==> src/rtl/id_ex_reg_if.sv <==
// ID/EX pipeline register bus: the decoded instruction coming out of ID,
// the pipeline control strobes, and the registered copy presented to EX
// together with the interrupt restart PC.
interface id_ex_reg_if #(
    parameter int DW = 32
);
    // Pipeline control strobes
    logic          Stall;
    logic          Flush;
    logic          IntFlush;

    // ID-stage instruction fields
    logic [DW-1:0] PC_D;
    logic [DW-1:0] RD1_D;
    logic [DW-1:0] RD2_D;
    logic [DW-1:0] Imm32_D;
    logic [4:0]    Rs_D;
    logic [4:0]    Rt_D;
    logic [4:0]    Rd_D;
    logic [15:0]   Ctrl_D;
    logic          BD_D;
    logic          Valid_D;

    // EX-stage registered copies
    logic [DW-1:0] PC_E;
    logic [DW-1:0] RD1_E;
    logic [DW-1:0] RD2_E;
    logic [DW-1:0] Imm32_E;
    logic [4:0]    Rs_E;
    logic [4:0]    Rt_E;
    logic [4:0]    Rd_E;
    logic [15:0]   Ctrl_E;
    logic          BD_E;
    logic          Valid_E;

    // Interrupt restart PC for the CP0 EPC write
    logic [DW-1:0] EPC;
    logic          EPCValid;

    // ID/hazard side: drives the instruction and strobes, observes EX copy
    modport master (
        output Stall, Flush, IntFlush,
        output PC_D, RD1_D, RD2_D, Imm32_D, Rs_D, Rt_D, Rd_D, Ctrl_D, BD_D, Valid_D,
        input  PC_E, RD1_E, RD2_E, Imm32_E, Rs_E, Rt_E, Rd_E, Ctrl_E, BD_E, Valid_E,
        input  EPC, EPCValid
    );

    // Pipeline register side
    modport slave (
        input  Stall, Flush, IntFlush,
        input  PC_D, RD1_D, RD2_D, Imm32_D, Rs_D, Rt_D, Rd_D, Ctrl_D, BD_D, Valid_D,
        output PC_E, RD1_E, RD2_E, Imm32_E, Rs_E, Rt_E, Rd_E, Ctrl_E, BD_E, Valid_E,
        output EPC, EPCValid
    );
endinterface

==> src/rtl/id_ex_reg.sv <==
// ID/EX pipeline register of the five-stage MIPS core. Holds on a load-use
// stall, inserts a bubble on branch/jump flush, and on an accepted
// interrupt kills the stage while recording the restart PC for CP0 EPC.
// Action priority on each edge: IntFlush > Flush > Stall > load.
module id_ex_reg #(
    parameter int DW = 32
) (
    input  logic     clk,
    input  logic     rst_n,
    id_ex_reg_if.slave bus
);

    localparam logic [DW-1:0] INSTR_BYTES = DW'(4);

    logic [DW-1:0] restart_pc;

    // Restart address: the EX instruction if real (its branch when in a delay slot), else the ID instruction likewise
    always_comb begin
        restart_pc = bus.PC_D;
        if (bus.Valid_E) begin
            if (bus.BD_E) begin
                restart_pc = bus.PC_E - INSTR_BYTES;
            end else begin
                restart_pc = bus.PC_E;
            end
        end else if (bus.BD_D) begin
            restart_pc = bus.PC_D - INSTR_BYTES;
        end
    end

    // Stage register: bubble on either flush (PC kept only for branch flush), hold on stall, else load
    always_ff @(posedge clk or negedge rst_n) begin
        if (!rst_n) begin
            bus.PC_E    <= '0;
            bus.RD1_E   <= '0;
            bus.RD2_E   <= '0;
            bus.Imm32_E <= '0;
            bus.Rs_E    <= '0;
            bus.Rt_E    <= '0;
            bus.Rd_E    <= '0;
            bus.Ctrl_E  <= '0;
            bus.BD_E    <= 1'b0;
            bus.Valid_E <= 1'b0;
        end else if (bus.IntFlush || bus.Flush) begin
            bus.PC_E    <= bus.IntFlush ? '0 : bus.PC_D;
            bus.RD1_E   <= '0;
            bus.RD2_E   <= '0;
            bus.Imm32_E <= '0;
            bus.Rs_E    <= '0;
            bus.Rt_E    <= '0;
            bus.Rd_E    <= '0;
            bus.Ctrl_E  <= '0;
            bus.BD_E    <= 1'b0;
            bus.Valid_E <= 1'b0;
        end else if (!bus.Stall) begin
            bus.PC_E    <= bus.PC_D;
            bus.RD1_E   <= bus.RD1_D;
            bus.RD2_E   <= bus.RD2_D;
            bus.Imm32_E <= bus.Imm32_D;
            bus.Rs_E    <= bus.Rs_D;
            bus.Rt_E    <= bus.Rt_D;
            bus.Rd_E    <= bus.Rd_D;
            bus.Ctrl_E  <= bus.Ctrl_D;
            bus.BD_E    <= bus.BD_D;
            bus.Valid_E <= bus.Valid_D;
        end
    end

    // EPC capture with a one-cycle valid pulse per accepted interrupt
    always_ff @(posedge clk or negedge rst_n) begin
        if (!rst_n) begin
            bus.EPC      <= '0;
            bus.EPCValid <= 1'b0;
        end else begin
            bus.EPCValid <= bus.IntFlush;
            if (bus.IntFlush) begin
                bus.EPC <= restart_pc;
            end
        end
    end

endmodule

==> src/flat_wrapper.sv <==
// flat-port wrapper written by rule: the top's interface ports become plain ports
module id_ex_reg_flat 
#(
    parameter int DW = 32
)
  (clk, rst_n, bus_Stall, bus_Flush, bus_IntFlush, bus_PC_D, bus_RD1_D, bus_RD2_D, bus_Imm32_D, bus_Rs_D, bus_Rt_D, bus_Rd_D, bus_Ctrl_D, bus_BD_D, bus_Valid_D, bus_PC_E, bus_RD1_E, bus_RD2_E, bus_Imm32_E, bus_Rs_E, bus_Rt_E, bus_Rd_E, bus_Ctrl_E, bus_BD_E, bus_Valid_E, bus_EPC, bus_EPCValid);
  id_ex_reg_if #(.DW(DW)) bus_i ();
  input  logic clk;
  input  logic rst_n;
  input wire logic [$bits(bus_i.Stall)-1:0] bus_Stall;
  input wire logic [$bits(bus_i.Flush)-1:0] bus_Flush;
  input wire logic [$bits(bus_i.IntFlush)-1:0] bus_IntFlush;
  input wire logic [$bits(bus_i.PC_D)-1:0] bus_PC_D;
  input wire logic [$bits(bus_i.RD1_D)-1:0] bus_RD1_D;
  input wire logic [$bits(bus_i.RD2_D)-1:0] bus_RD2_D;
  input wire logic [$bits(bus_i.Imm32_D)-1:0] bus_Imm32_D;
  input wire logic [$bits(bus_i.Rs_D)-1:0] bus_Rs_D;
  input wire logic [$bits(bus_i.Rt_D)-1:0] bus_Rt_D;
  input wire logic [$bits(bus_i.Rd_D)-1:0] bus_Rd_D;
  input wire logic [$bits(bus_i.Ctrl_D)-1:0] bus_Ctrl_D;
  input wire logic [$bits(bus_i.BD_D)-1:0] bus_BD_D;
  input wire logic [$bits(bus_i.Valid_D)-1:0] bus_Valid_D;
  output wire logic [$bits(bus_i.PC_E)-1:0] bus_PC_E;
  output wire logic [$bits(bus_i.RD1_E)-1:0] bus_RD1_E;
  output wire logic [$bits(bus_i.RD2_E)-1:0] bus_RD2_E;
  output wire logic [$bits(bus_i.Imm32_E)-1:0] bus_Imm32_E;
  output wire logic [$bits(bus_i.Rs_E)-1:0] bus_Rs_E;
  output wire logic [$bits(bus_i.Rt_E)-1:0] bus_Rt_E;
  output wire logic [$bits(bus_i.Rd_E)-1:0] bus_Rd_E;
  output wire logic [$bits(bus_i.Ctrl_E)-1:0] bus_Ctrl_E;
  output wire logic [$bits(bus_i.BD_E)-1:0] bus_BD_E;
  output wire logic [$bits(bus_i.Valid_E)-1:0] bus_Valid_E;
  output wire logic [$bits(bus_i.EPC)-1:0] bus_EPC;
  output wire logic [$bits(bus_i.EPCValid)-1:0] bus_EPCValid;
  assign bus_i.Stall = bus_Stall;
  assign bus_i.Flush = bus_Flush;
  assign bus_i.IntFlush = bus_IntFlush;
  assign bus_i.PC_D = bus_PC_D;
  assign bus_i.RD1_D = bus_RD1_D;
  assign bus_i.RD2_D = bus_RD2_D;
  assign bus_i.Imm32_D = bus_Imm32_D;
  assign bus_i.Rs_D = bus_Rs_D;
  assign bus_i.Rt_D = bus_Rt_D;
  assign bus_i.Rd_D = bus_Rd_D;
  assign bus_i.Ctrl_D = bus_Ctrl_D;
  assign bus_i.BD_D = bus_BD_D;
  assign bus_i.Valid_D = bus_Valid_D;
  assign bus_PC_E = bus_i.PC_E;
  assign bus_RD1_E = bus_i.RD1_E;
  assign bus_RD2_E = bus_i.RD2_E;
  assign bus_Imm32_E = bus_i.Imm32_E;
  assign bus_Rs_E = bus_i.Rs_E;
  assign bus_Rt_E = bus_i.Rt_E;
  assign bus_Rd_E = bus_i.Rd_E;
  assign bus_Ctrl_E = bus_i.Ctrl_E;
  assign bus_BD_E = bus_i.BD_E;
  assign bus_Valid_E = bus_i.Valid_E;
  assign bus_EPC = bus_i.EPC;
  assign bus_EPCValid = bus_i.EPCValid;
  id_ex_reg #(.DW(DW)) u_core (.clk(clk), .rst_n(rst_n), .bus(bus_i));
endmodule
==> config.mk <==
export PLATFORM = sky130hd
export DESIGN_NAME = id_ex_reg_flat
export DESIGN_NICKNAME = d
export VERILOG_FILES = /design/src/rtl/id_ex_reg_if.sv /design/src/rtl/id_ex_reg.sv /design/src/flat_wrapper.sv
export SDC_FILE = /design/constraint.sdc
export NUM_CORES = 1
export LEC_CHECK = 0
export CAP_MARGIN = 0
export CORE_ASPECT_RATIO = 1.2
export CORE_MARGIN = 2
export CORE_UTILIZATION = 47
export DETAILED_ROUTE_END_ITERATION = 16
export HOLD_SLACK_MARGIN = 0.03
export PLACE_DENSITY = 0.86
export SETUP_SLACK_MARGIN = 0.05
export SYNTH_ARGS = -nofsm -noshare
export SYNTH_HDL_FRONTEND = slang
export SYNTH_SLANG_ARGS = --single-unit
==> constraint.sdc <==
create_clock -name clk -period 3.5 [get_ports clk]
set_clock_uncertainty 0.2 [all_clocks]
set_input_delay 0.875 -clock clk [delete_from_list [all_inputs] [get_ports clk]]
set_output_delay 0.875 -clock clk [all_outputs]
set_load 0.1 [all_outputs]
## Word-level counts from Yosys, hierarchy flattened

Cells that the tools add are included.

- Memory bits (writable): 0
- Bits in registers: 194
- Bits of input ports: 166
- Latch bits: 0
- Logic and storage cells: 40
- Bits in read-only memories: 0
- Memories kept: 0

- Mux-type cells: 24
- Multipliers: 0
- Eq/ne operators: 1
- Div/mod/pow operators: 0
- Shift operators: 0
- Bitwise logic cells: 0
- Reductions and logical operators: 1
- Add/subtract/negate cells: 2
- $lt $le $gt $ge: 0

Operators by type and width:

| kind | count |
|---|---|
| 2-to-1 mux 32 bit | 12 |
| subtractor 32 x 3 -> 32 bit, second input constant | 2 |
| 2-to-1 mux 16 bit | 2 |
| 2-to-1 mux 5 bit | 6 |
| 2-to-1 mux 1 bit | 4 |
| != test 2 x 1 -> 1 bit, second input constant | 1 |
| logical OR 1 bit | 1 |

## Logic depth before layout (Yosys ltp)

Gate-level depths: netlist (run 1).

- Word-level depth: 3
- Depth in mapped cells: 8

## Worst setup path after synthesis (run 1)

No wires, ideal clock.

- Path type: input to register
- Start point: in bus_PC_D[12]
- End point: reg u_core.bus.EPC[22]
- Setup time: 0.137 ns
- Arrival time: 2.670 ns
- Data required time: 3.163 ns
- Buffers on the path: 0
- Stages: 5
- Slack: 0.493 ns
- Cell sequence: or4_4 -> or4_4 -> or4_4 -> xor2_1 -> o221ai_2

- Longest elaborated chain between the ends: 3

RTL lines:

| element | RTL line | text |
|---|---|---|
| start, declared | flat_wrapper.sv:13 | `input wire logic [$bits(bus_i.PC_D)-1:0] bus_PC_D;` |
| subtractor 32 x 3 -> 32 bit | id_ex_reg.sv:27 | `restart_pc = bus.PC_D - INSTR_BYTES;` |
| 2-to-1 mux 32 bit | id_ex_reg.sv:26 | `end else if (bus.BD_D) begin` |
| 2-to-1 mux 32 bit | id_ex_reg.sv:20 | `if (bus.Valid_E) begin` |
| end signal, assigned | id_ex_reg.sv:77 | `bus.EPC <= restart_pc;` |
| end, declared | id_ex_reg_if.sv:53 | `output EPC, EPCValid` |

Every way passes these cells.
A chain may end at the register's enable or synchronous reset.

## Final worst setup path (run 1)

Ends and elaborated chain as after synthesis.

==> metrics.md, run 1 <==
| Metric | Value |
|---|---|
| Post-CTS Resized | 0 |
| RSZ-0062 raised after global routing | no |
| CTS sink count | 194 |
| Main area contributors after synthesis | dfrtp_1 (54%), mux2i_1 (15%), nor2_1 (6.4%) |
| Num CTS Buffers | 17 |
| DRC | 0 |
| DR vias | 8007 |
| Status | finished, final reports clean |
| Cells after Synth | 874 |
| Layout cells sized above 1 | 22.63% |
| Hold violation total from the final report | 0 |
| Distinct cells, synth | 52 |
| Nets | 1401 |
| LEAKAGE | 0.006313 uW |
| Crit end category | register |
| Post-synth top flop | dfrtp_1 |
| Clock buffer depth | 2 |
| Sequential power share | 40.4% |
| Largest net degree at the start of global routing | 65 |
| Max_slew headroom | 56.37% |
| Post-synthesis simple-gate area fraction | 16.50% |
| Post-synthesis net count | 1042 |
| Min cycle time layout | 3.094 ns |
| Core box area | 18860 sq um |
| P&R area growth vs syn | 46.52% |
| PD cells | 458.1 nW/um^2 |
| Final hold slack | 0.2096 ns |
| Post-CTS Setup Bufs | 0 |
| Finish-stage setup viols | 0 |
| # diodes | 0 |
| Die area | 20340 sq um |
| Avg Cell Area, Syn | 10.33 sq um |
| CP startpoint kind | primary input |
| RD Place Congestion | 0.9705 |
| Pre-Repair DR Iteration Count | 5 |
| H-tree levels | 4 |
| Post-Place Worst Slack | -0.03525 ns |
| Gr ovfl total | 0 |
| Reg clk slew, reported paths | 0.08 ns |
| Adder-cell share of the synthesized area | 0.2771% |
| Yosys warnings | 0 |
| Post-synth EDFFs | 0 |
| Worst reg2reg startpoint | u_core.bus.PC_E[2]$_DFFE_PN0P_ |
| P_sw | 2264 uW |
| Register area share after synthesis | 53.76% |
| Final Util | 70.17% |
| Critical path data arrival time | 3.20 ns |
| Sw Share | 37.35% |
| First-pass GRT wire length | 43050 um |
| Vias in the first global route | 7913 |
| WP data required | 3.60 ns |
| CTS tree | done |
| Combinational share of power | 28.3% |
| Setup ws final | 0.4056 ns |
| Routed length per instance | 18.68 um |
| Clk_lat worst skew | 0.44 ns |
| Tcrit/Tclk final | 88.41% |
| Largest family of logic cells by synthesized area | simple AND/OR/NAND/NOR gates |
| PortBufs | 359 |
| Register bit total from synthesis | 194 |
| Multiplexer share of the synthesized area | 15.46% |
| Die height | 155.8 um |
| DP HPWL | 20900 um |
| Total track usage | 27.47% |
| Synth Area in Compound Gates | 6.332% |
| Post-DRT Antenna Nets | 0 |
| Vias/cell | 5.331 |
| Total Routed Length | 28050 um |
| Upper clock frequency limit | 323.2 MHz |
| Initial DRC count | 512 |
| Clock network fraction of design power | 31.3% |
| Async SR Flop Fraction | 100.0% |
| Antenna violations before repair | 0 |
| Worst VDD drop | 0.3075 mV |
| Hold WC Path Type | primary input to async pin |
| Slew @ Worst Pin | 0.6525 ns |
| Most frequent cells in the layout | buf_4 (224), dfrtp_1 (194), clkdlybuf4s50_1 (163) |
| Initial core utilization | 47.89% |
| WS Path Type | primary input to register |
| Yosys top cell area share | 53.76% |
| Post-Synth XOR/XNOR Area | 4.559% |
| I/O pins | 360 |
| Post-synthesis cell area | 9030 sq um |
| Hold buffer count at CTS | 0 |
| Internal | 3797 uW |
| Die X | 130.5 um |
| Commonest non-fill, non-tap cell in the layout | buf_4 |
| Critical Path Fanout Max | 2 |
| Worst Setup SP | bus_PC_D[12] |
| Final Max Slew Viols | 0 |
| Count of max-cap constraint violations | 0 |
| FF-to-FF path depth | 5 |
| CTS Root Cell | clkbuf_16 |
| Num rows | 55 |
| Cell taking the most area after synthesis | dfrtp_1 |
==> Yosys cell counts (all sizes together), types with 5 or more instances <==
cell type  number
o21ai          41
nor3           20
nor2          155
buf             6
nand4           9
o211ai          5
clkbuf         52
nand3           8
xor2           18
nand2          91
nor4           15
dfrtp         194
inv            16
or3             8
mux2i         135
o221ai         11
o31ai           5
or4             8
xnor2          29
==> power groups by stage <==
stage               logic, uW  registers (uW)  clock network [uW]
floorplan                 319            3290                   0
global placement         1700            2480                   0
detailed placement       1720            2490                   0
CTS                      1720            2440                1930
global route             1790            2460                2010
finish                   1720            2450                1900
==> critical path: stages <==
cell	delay, ns
clkdlybuf4s50_1	0.43
or4_4	0.57
or4_4	0.54
or4_4	0.49
xor2_1	0.17
o221ai_2	0.11
==> cells by family (layout without fill, tap and decap cells) <==
family                     after synthesis  in the layout
AOI/OAI and AO/OA                       86             86
xor gates and xnor gates                47             47
adders and majority gates                2              2
buffers and inverters                   74            446
DFF                                    194            194
muxes                                  139            139
and+or+nand+nor                        332            332
==> path summary, 6_finish.rpt <==
check / endpoint / slack (ns)
worst max-delay path: u_core.bus.EPC[22]$_DFFE_PN0P_ / 0.41
worst min-delay path: u_core.bus.PC_E[18]$_DFFE_PN0P_ / 0.21
worst max register to register: u_core.bus.EPC[29]$_DFFE_PN0P_ / 0.70
worst min register to register: u_core.bus.EPC[12]$_DFFE_PN0P_ / 0.30
max in group asynchronous: u_core.bus.PC_E[10]$_DFFE_PN0P_ / 2.17
min in group clk: u_core.bus.EPC[12]$_DFFE_PN0P_ / 0.30
==> metrics by stage <==
step	total power, uW	instances	instance area [sq um]	setup TNS, ns
5_1_grt	6260	1502	13230	0
3_5_place_dp	4205	1470	12660	-0.03525
3_3_place_gp	4183	1470	12660	-0.01071
2_1_floorplan	3611	874	9030	0
6_report	6061	1502	13230	0
4_1_cts	6095	1502	13230	0
==> flip-flops by register name, indices dropped and copies added (netlist names) <==
| signal | cells |
|---|---|
| u_core.bus.Ctrl_E | 16 |
| u_core.bus.PC_E | 32 |
| u_core.bus.Rd_E | 5 |
| u_core.bus.Rs_E | 5 |
| u_core.bus.Valid_E | 1 |
| u_core.bus.RD1_E | 32 |
| u_core.bus.Imm32_E | 32 |
| u_core.bus.BD_E | 1 |
| u_core.bus.EPCValid | 1 |
| u_core.bus.Rt_E | 5 |
| u_core.bus.RD2_E | 32 |
| u_core.bus.EPC | 32 |
==> layer usage <==
layer	wire length (um)	GRT usage (%)	up-vias
li1	-	-	3730
met1	10480	32.27	3853
met2	14230	47.32	368
met3	2382	7.064	56
met4	963	11.70	0
met5	0	0	-
==> final cells by class <==
type                            count  area (sq um)
Inverter                           16         60.06
Tap cell                          256         320.3
Multi-Input combinational cell    606          3905
Clock buffer                       18         429.2
Timing Repair Buffer              398          3518
Fill cell                        1425          5625
Clock inverter                     14         142.6
Sequential cell                   194          4855
Power figures use the tool's default switching activity.
==> inputs of run 2 (changes only) <==
CORE_MARGIN = 1.5   (was 2)
==> run 2 against run 1 <==
  * Clock-buffer cell count decreased by 1
  * Flip-flop and latch count stayed put
  * Die area is 1.4% lower
  * Wire length rose by 2.7%
  * Total power is 1.1% higher
  * Global-route usage grew 1.1 points
  * Highest routed layer unchanged
==> metrics.md, run 2 (synthesized netlist as in run 1, its figures left out) <==
| Metric | Value |
|---|---|
| Vias in the first global route | 7776 |
| Vias/cell | 5.383 |
| Combinational share of power | 28.0% |
| Post-CTS Setup Bufs | 0 |
| Core box area | 18860 sq um |
| Clock network fraction of design power | 32.1% |
| PortBufs | 359 |
| Min cycle time layout | 3.074 ns |
| PD cells | 462.1 nW/um^2 |
| DR vias | 8107 |
| Critical Path Fanout Max | 2 |
| Initial DRC count | 562 |
| Layout cells sized above 1 | 22.98% |
| Worst VDD drop | 0.3265 mV |
| Hold buffer count at CTS | 0 |
| CTS tree | done |
| Post-CTS Resized | 0 |
| Pre-Repair DR Iteration Count | 5 |
| CP startpoint kind | primary input |
| H-tree levels | 4 |
| Sequential standard cell area | 4855 sq um |
| Worst reg2reg startpoint | u_core.bus.PC_E[2]$_DFFE_PN0P_ |
| WS Path Type | primary input to register |
| Total Routed Length | 28820 um |
| R2r setup slk | 1.11 ns |
| Initial core utilization | 47.89% |
| Die area | 20060 sq um |
| Count of max-cap constraint violations | 0 |
| Internal | 3816 uW |
| Nets | 1404 |
| Routed length per instance | 19.14 um |
| CTS sink count | 194 |
| Tcrit/Tclk final | 87.84% |
| First-pass GRT wire length | 43970 um |
| P&R area growth vs syn | 46.85% |
| Commonest non-fill, non-tap cell in the layout | buf_4 |
| Worst reg2reg path endpoint | u_core.bus.EPC[26]$_DFFE_PN0P_ |
| Total power | 6128 uW |
| Num CTS Buffers | 17 |
| DP HPWL | 20990 um |
| DRC | 0 |
| Hold WC Path Type | primary input to async pin |
| Worst Setup SP | bus_PC_D[12] |
| Die X | 129.5 um |
| Post-DRT Antenna Nets | 0 |
| Sequential power share | 39.9% |
| Antenna violations before repair | 1 |
| RD Place Congestion | 0.8827 |
| CTS Root Cell | clkbuf_16 |
| P_sw | 2312 uW |
| Status | finished, final reports clean |
| Sw Share | 37.73% |
| Hold violation total from the final report | 0 |
| FF-to-FF path depth | 7 |
| Clk_lat worst skew | 0.43 ns |
| Finish-stage setup viols | 0 |
| Final Max Slew Viols | 0 |
| Design area | 13260 sq um |
| Slew @ Worst Pin | 0.5943 ns |
| Total track usage | 28.55% |
| Fin Setup TNS | 0 ns |
| Clock buffer depth | 2 |
| Critical path data arrival time | 3.18 ns |
| Largest net degree at the start of global routing | 125 |
| RSZ-0062 raised after global routing | no |
| Area occupied by multi-input gates | 3911 sq um |
| Crit end category | register |
| Most frequent cells in the layout | buf_4 (230), dfrtp_1 (194), clkdlybuf4s50_1 (163) |
| Reg clk slew, reported paths | 0.08 ns |
| Max_slew headroom | 60.38% |
| WP data required | 3.60 ns |
| Upper clock frequency limit | 325.3 MHz |
| Num rows | 55 |
| Filler instances | 1451 |
| Gr ovfl total | 0 |
| LEAKAGE | 0.006326 uW |
| I/O pins | 360 |
| Critical Path End | u_core.bus.EPC[22]$_DFFE_PN0P_ |
| Die height | 154.8 um |
| Placement Cell Area | 12650 sq um |
## run 2: cell count changes in the layout (fill, tap and decap cells not counted), sizes merged
cell,change
inv,+1
buf,+3
diode,+1
clkbuf,-1
## run 2: how the worst min path moves through the flow
stage	startpoint	end	cells after the start
6_report	rst_n	u_core.bus.PC_E[22]$_DFFE_PN0P_	1
5_1_grt	rst_n	u_core.bus.PC_E[31]$_DFFE_PN0P_	1
4_1_cts	rst_n	u_core.bus.PC_E[22]$_DFFE_PN0P_	1
3_5_place_dp	u_core.bus.EPC[12]$_DFFE_PN0P_	u_core.bus.EPC[12]$_DFFE_PN0P_	1
3_3_place_gp	u_core.bus.EPC[21]$_DFFE_PN0P_	u_core.bus.EPC[21]$_DFFE_PN0P_	2
2_1_floorplan	rst_n	u_core.bus.BD_E$_DFFE_PN0P_	0
## run 2: power by group through the flow
stage | Sequential (uW) | Clock [uW] | Combinational, uW
after floorplan | 3290 | 0 | 319
after global placement | 2480 | 0 | 1700
after detailed placement | 2490 | 0 | 1720
after CTS | 2440 | 2000 | 1720
after global routing | 2460 | 2070 | 1790
final | 2450 | 1960 | 1720
## run 2: layout make-up
| cell class | instances | area share [%] |
|---|---|---|
| multi-input cells | 606 | 29.50 |
| repair buffers | 401 | 26.42 |
| clock buffers | 17 | 3.208 |
| inverters | 16 | 0.4529 |
| diodes | 1 | 0.01887 |
| flip-flops and latches | 194 | 36.61 |
| well taps | 256 | 2.416 |
| clock inverters | 15 | 1.378 |
## run 2: per-layer routing
layer	vias up	track usage, %	part of all wire [%]
li1	3744	-	-
met1	3901	33.74	37
met2	387	47.64	49
met3	75	7.887	8.9
met4	0	14.13	4.3
met5	-	0	0
## run 2: stage by stage
step | std cells | hold WS, ns | worst slack, ns | util (%)
after detailed placement | 1473 | 0.2906 | -0.02130 | 67.09
after global placement | 1473 | 0.2835 | 0.0007643 | 67.09
final | 1506 | 0.2018 | 0.4257 | 70.33
after floorplan | 874 | 0.3794 | 0.4930 | -
after global routing | 1505 | 0.2421 | 0.3791 | 70.31
after CTS | 1505 | 0.2271 | 0.4489 | 70.31
## run 2: critical path, cell delays in order
cell and delay (ns):
clkdlybuf4s50_1 0.42, or4_4 0.55, or4_4 0.54, or4_4 0.49
xor2_1 0.19, o221ai_2 0.11
==> RTL change 1: new RTL, settings of run 1 <==
`DW` is set to 32 in 3 places; all go to 28.
--- a/src/rtl/id_ex_reg_if.sv
+++ b/src/rtl/id_ex_reg_if.sv
@@ -3,5 +3,5 @@
 // together with the interrupt restart PC.
 interface id_ex_reg_if #(
-    parameter int DW = 32
+    parameter int DW = 28
 );
     // Pipeline control strobes
--- a/src/rtl/id_ex_reg.sv
+++ b/src/rtl/id_ex_reg.sv
@@ -4,5 +4,5 @@
 // Action priority on each edge: IntFlush > Flush > Stall > load.
 module id_ex_reg #(
-    parameter int DW = 32
+    parameter int DW = 28
 ) (
     input  logic     clk,
--- a/src/flat_wrapper.sv
+++ b/src/flat_wrapper.sv
@@ -2,5 +2,5 @@
 module id_ex_reg_flat 
 #(
-    parameter int DW = 32
+    parameter int DW = 28
 )
   (clk, rst_n, bus_Stall, bus_Flush, bus_IntFlush, bus_PC_D, bus_RD1_D, bus_RD2_D, bus_Imm32_D, bus_Rs_D, bus_Rt_D, bus_Rd_D, bus_Ctrl_D, bus_BD_D, bus_Valid_D, bus_PC_E, bus_RD1_E, bus_RD2_E, bus_Imm32_E, bus_Rs_E, bus_Rt_E, bus_Rd_E, bus_Ctrl_E, bus_BD_E, bus_Valid_E, bus_EPC, bus_EPCValid);
Interface: changed (9 resized); port bits go from 360 to 324. No check against the original RTL was run, so the function may have changed too.
==> RTL change 1 against run 1 <==
First-iteration DRC count down 21%; setup slack improved by 88 ps; design area shrank 10%; critical path depth unchanged; wire length is 9.9% lower; sequential cell count down 20; critical endpoint is now u_core.bus.EPC[27]$_DFFE_PN0P_; clock power is 5% higher; fmax is 2.9% higher; synthesized cell count fell by 9.5%; area after synthesis fell by 9.9%; worst hold slack lost 10 ps; highest routed layer is now met5; via count shrank 9.6%; power fell by 5.8%.
==> RTL change 1: results (changes against run 1) <==
stage;metric;value;unit;change
synth;yosys_warnings;0;;unchanged
clock_network;cts_resized;0;;unchanged
drt;routedWlPerCell;18.9;um;+1.1%
pwr;pg_clk;1.99;mW;+5%
finish;fillCellCount;1279;;-10%
synth;synth_edf_count;0;;unchanged
synth;synth.distinct_cells;54;;+3.8%
drt;wirelength;25300;um;-9.9%
pwr;vdd_drop_max;0.290;mV;-5.7%
place;place_ws;64.9;ps;+100 ps
clock_network;clock_latency;420;ps;-20 ps
timing;tightest_slew;592;ps;-60.4 ps
clock_network;cts_buffers;17;;unchanged
drt;first_iter_violations;405;;-21%
clock_network;clockRootBuffer;clkbuf_16;;
min_path;hold_path_class;in2async;;
run_status;status;finished, final reports clean;;
finish;ff_latch_area;4350;sq um;-10%
synth;yosysSeqAreaShare;53.5;%;-0.25 points
place;place_congestion;0.915;;-5.8%
synth;avgSynthCellArea;10.3;sq um;-0.44%
worst_setup_path;critPathMaxFanout;7;;+5
pwr;pg_seq;2.20;mW;-10%
synth;synth_area_leaders;dfrtp_1 (54%), mux2i_1 (15%), nor2_1 (6.6%);;
global_route;antenna_found_initial;2;;+2
synth;syn-num-nets;943;;-9.5%
synth;yosys-top-cells-count;dfrtp_1 (174), nor2_1 (144), mux2i_1 (122), nand2_1 (77), o21ai_0 (37);;
finish;layout.nets;1261;;-10%
place;dpl.hpwl;18700;um;-10%
global_route;grt_pass1_vias;7198;;-9.0%
pwr;leakage;5.69;nW;-9.8%
worst_setup_path;ff2ff_path_depth;5;;unchanged
drt;routed_via_density;5.41;;+1.4%
worst_setup_path;reg2reg_from;u_core.bus.PC_E[14]$_DFFE_PN0P_;;
global_route;grtUsageTotal;27.7;%;+0.25 points
drt;dr.pass1.iters;6;;+1
synth;async_reset_ff_share;100;%;unchanged
clock_network;path_clk_slew;70;ps;
finish;layout-drive-gt1-share;21.9;%;-0.71 points
clock_network;cts_setup_buffers;0;;unchanged
pwr;p_int;3.72;mW;-2.1%
worst_setup_path;cp_data_required_time;3580;ps;-20 ps
place;io_buffers;323;;-10%
clock_network;htree_levels;4;;unchanged
global_route;grt_pass1_wl;39100;um;-9.1%
pwr;power_density;480;nW/um^2;+4.8%
place;placedInstanceArea;11300;sq um;-11%
clock_network;clk_path_buf_depth;2;;unchanged
global_route;grt_start_max_net_pins;118;;+82%
worst_setup_path;cp-startpoint;bus_PC_D[12];;
==> RTL change 1: kinds of logic after synthesis <==
kind of cell             after synthesis  share of synthesized area (%)
buffers and inverters                 66                           3.24
AND/OR/NAND/NOR                      306                           17.0
adder cells (fa/ha/maj)                2                          0.308
XOR/XNOR                              33                           3.55
AO/OA/AOI/OAI                         83                           6.64
multiplexers                         127                           15.7
flip-flops                           174                           53.5
==> RTL change 1: area by class of cell <==
class                   instances  share of cell area, %
clock inverters                11                   1.29
clock buffers                  21                   3.87
flip-flops and latches        174                   36.6
inverters                      15                  0.473
multi-input cells             551                   29.7
diodes                          1                 0.0210
repair buffers                350                   25.8
well taps                     216                   2.27
==> RTL change 1: final timing paths <==
path / endpoint / slack [ps]
max in group asynchronous: u_core.bus.EPC[20]$_DFFE_PN0P_ / 2170
min: u_core.bus.Imm32_E[0]$_DFFE_PN0P_ / 200
max reg2reg: u_core.bus.EPC[25]$_DFFE_PN0P_ / 1070
max: u_core.bus.EPC[27]$_DFFE_PN0P_ / 490
min reg2reg: u_core.bus.EPC[14]$_DFFE_PN0P_ / 320
min in group clk: u_core.bus.EPC[14]$_DFFE_PN0P_ / 320
==> RTL change 1: critical path, stage by stage <==
cell and delay, ps:
clkdlybuf4s50_1 420, or4_4 590, or4_4 500, nor4_2 360
mux2i_1 220, o221ai_1 120
==> RTL change 1: metal layers <==
metal	vias up	part of all wire (%)	global-route usage, %
met5	-	0.067	0
met2	348	49	45.5
met1	3435	37	33.0
met3	76	8.7	7.94
li1	3378	-	-
met4	2	4.9	13.9
==> RTL change 2: new RTL, settings of run 1 <==
Without the edit above. Reset style: synchronous (`rst_n`), changed in 2 clocked blocks.
--- a/src/rtl/id_ex_reg.sv
+++ b/src/rtl/id_ex_reg.sv
@@ -30,5 +30,5 @@
 
     // Stage register: bubble on either flush (PC kept only for branch flush), hold on stall, else load
-    always_ff @(posedge clk or negedge rst_n) begin
+    always_ff @(posedge clk) begin
         if (!rst_n) begin
             bus.PC_E    <= '0;
@@ -68,5 +68,5 @@
 
     // EPC capture with a one-cycle valid pulse per accepted interrupt
-    always_ff @(posedge clk or negedge rst_n) begin
+    always_ff @(posedge clk) begin
         if (!rst_n) begin
             bus.EPC      <= '0;
Behaviour: differs if rst_n is asserted again (counterexample within 4 cycles, from zero or initial values and one cycle with rst_n low); with rst_n held inactive, the same outputs for 4 cycles.
==> RTL change 2 against run 1 <==
Setup slack better by 89 ps; sequential cell count unchanged; wire length down 2.3%; area after synthesis down 7.2%; power down 10%; worst hold slack better by 64 ps; design area down 6.8%.
==> RTL change 2: results (changes against run 1) <==
stage;metric;value;unit;change
global_route;antenna_found_initial;0;;unchanged
global_route;grtUsageTotal;28.0;%;+0.57 points
synth;yosysSeqAreaShare;46.4;%;-7.4 points
synth;yosys_warnings;0;;unchanged
place;io_buffers;359;;unchanged
place;place_ws;92.4;ps;+128 ps
drt;met1_length;10300;um;-1.8%
drt;routed_via_density;5.46;;+2.4%
place;dp.cells;1444;;-1.8%
finish;layout-drive-gt1-share;22.2;%;-0.42 points
synth;yosys-top-cells-count;dfxtp_1 (194), nor2_1 (184), mux2i_1 (134), clkbuf_1 (54), a21oi_1 (47);;
drt;met2_length;14100;um;-0.82%
worst_setup_path;critPathTopFamily;simple AND/OR/NAND/NOR gates;;
synth;synth_area_leaders;dfxtp_1 (46%), mux2i_1 (16%), nor2_1 (8.2%);;
clock_network;clk_path_buf_depth;2;;unchanged
run_status;status;finished, final reports clean;;
pwr;vdd_drop_max;0.324;mV;+5.3%
clock_network;path_clk_slew;70;ps;
drt;top_layer;met4;;
worst_setup_path;crit_slowest_cell;or4_4;;
drt;dr.pass1.iters;5;;unchanged
min_path;hold_path_class;reg2reg;;
clock_network;clock_latency;440;ps;about the same
timing;tns;0;ps;unchanged
finish;n_antenna_cell;0;;unchanged
finish;fillCellCount;1376;;-3.4%
global_route;grt_start_max_net_pins;93;;+43%
place;place_congestion;0.933;;-3.9%
synth;synth.distinct_cells;56;;+7.7%
timing;tightest_slew;883;ps;+231 ps
pwr;leakage;5.28;nW;-16%
worst_setup_path;critPathArrivalTime;3080;ps;-120 ps
synth;synthCells;901;;+3.1%
clock_network;cts_resized;0;;unchanged
worst_setup_path;critPathMaxFanout;5;;+3
worst_setup_path;cpPeakStageDelay;610;ps;+40 ps
global_route;grt_use_met3;7.92;%;+0.86 points
finish;fin_cells;1476;;-1.7%
global_route;grtUsageMet1;31.3;%;-1.0 points
drt;wirelength;27400;um;-2.3%
clock_network;htree_levels;4;;unchanged
synth;async_reset_ff_share;0;%;-100 points
place;placedInstanceArea;11800;sq um;-7.2%
clock_network;cts_buffers;17;;unchanged
synth;synthFlopType;dfxtp_1;;
drt;first_iter_violations;540;;+5.5%
clock_network;clockRootBuffer;clkbuf_16;;
global_route;grt_pass1_wl;41900;um;-2.8%
clock_network;cts_setup_buffers;0;;unchanged
global_route;grt_pass1_vias;7624;;-3.7%
finish;utilization;70.4;%;+0.25 points
drt;dr_wl_met3;2320;um;-2.4%
place;dpl.hpwl;20300;um;-2.7%
synth;syn-num-nets;1069;;+2.6%
global_route;grtUsageMet2;51.9;%;+4.5 points
-- RTL change 2: cells by family (layout without fill, tap and decap cells) --
logic type                 after synthesis  count (layout)  share of synthesized area [%]
buffers and inverters                   74             429                           3.53
xor gates and xnor gates                29              29                           3.03
AOI/OAI and AO/OA                      119             119                           9.28
muxes                                  134             134                           16.0
DFF                                    194             194                           46.4
and+or+nand+nor                        349             349                           21.5
adders and majority gates                2               2                          0.299
-- RTL change 2: worst register-to-register path, stage by stage (launching register included) --
cell	delay (ps)
dfxtp_1	400
nor4_1	620
nand3_1	370
nor4_1	470
xnor2_1	130
a211oi_2	220
-- RTL change 2: final cells by class --
| class | count | area share, % |
|---|---|---|
| Timing Repair Buffer | 386 | 27.1 |
| Clock inverter | 14 | 1.20 |
| Multi-Input combinational cell | 633 | 34.1 |
| Clock buffer | 18 | 3.48 |
| Inverter | 11 | 0.335 |
| Sequential cell | 194 | 31.5 |
| Tap cell | 220 | 2.23 |
-- RTL change 2: path summary, 6_finish.rpt --
| path | cells after the start | startpoint | endpoint | slack [ps] |
|---|---|---|---|---|
| worst max-delay path | 6 | bus_PC_D[25] | u_core.bus.EPC[29]$_SDFFE_PN0P_ | 500 |
| worst min-delay path | 2 | u_core.bus.EPC[14]$_SDFFE_PN0P_ | u_core.bus.EPC[14]$_SDFFE_PN0P_ | 270 |
| worst max register to register | 5 | u_core.bus.PC_E[18]$_SDFFE_PN0P_ | u_core.bus.EPC[31]$_SDFFE_PN0P_ | 1020 |
| worst min register to register | 2 | u_core.bus.EPC[14]$_SDFFE_PN0P_ | u_core.bus.EPC[14]$_SDFFE_PN0P_ | 270 |
-- RTL change 2: power breakdown --
group	internal [mW]	switching (mW)
clock network	0.951	0.944
registers	2.27	0.0603
logic	0.410	0.792
total	3.63	1.80
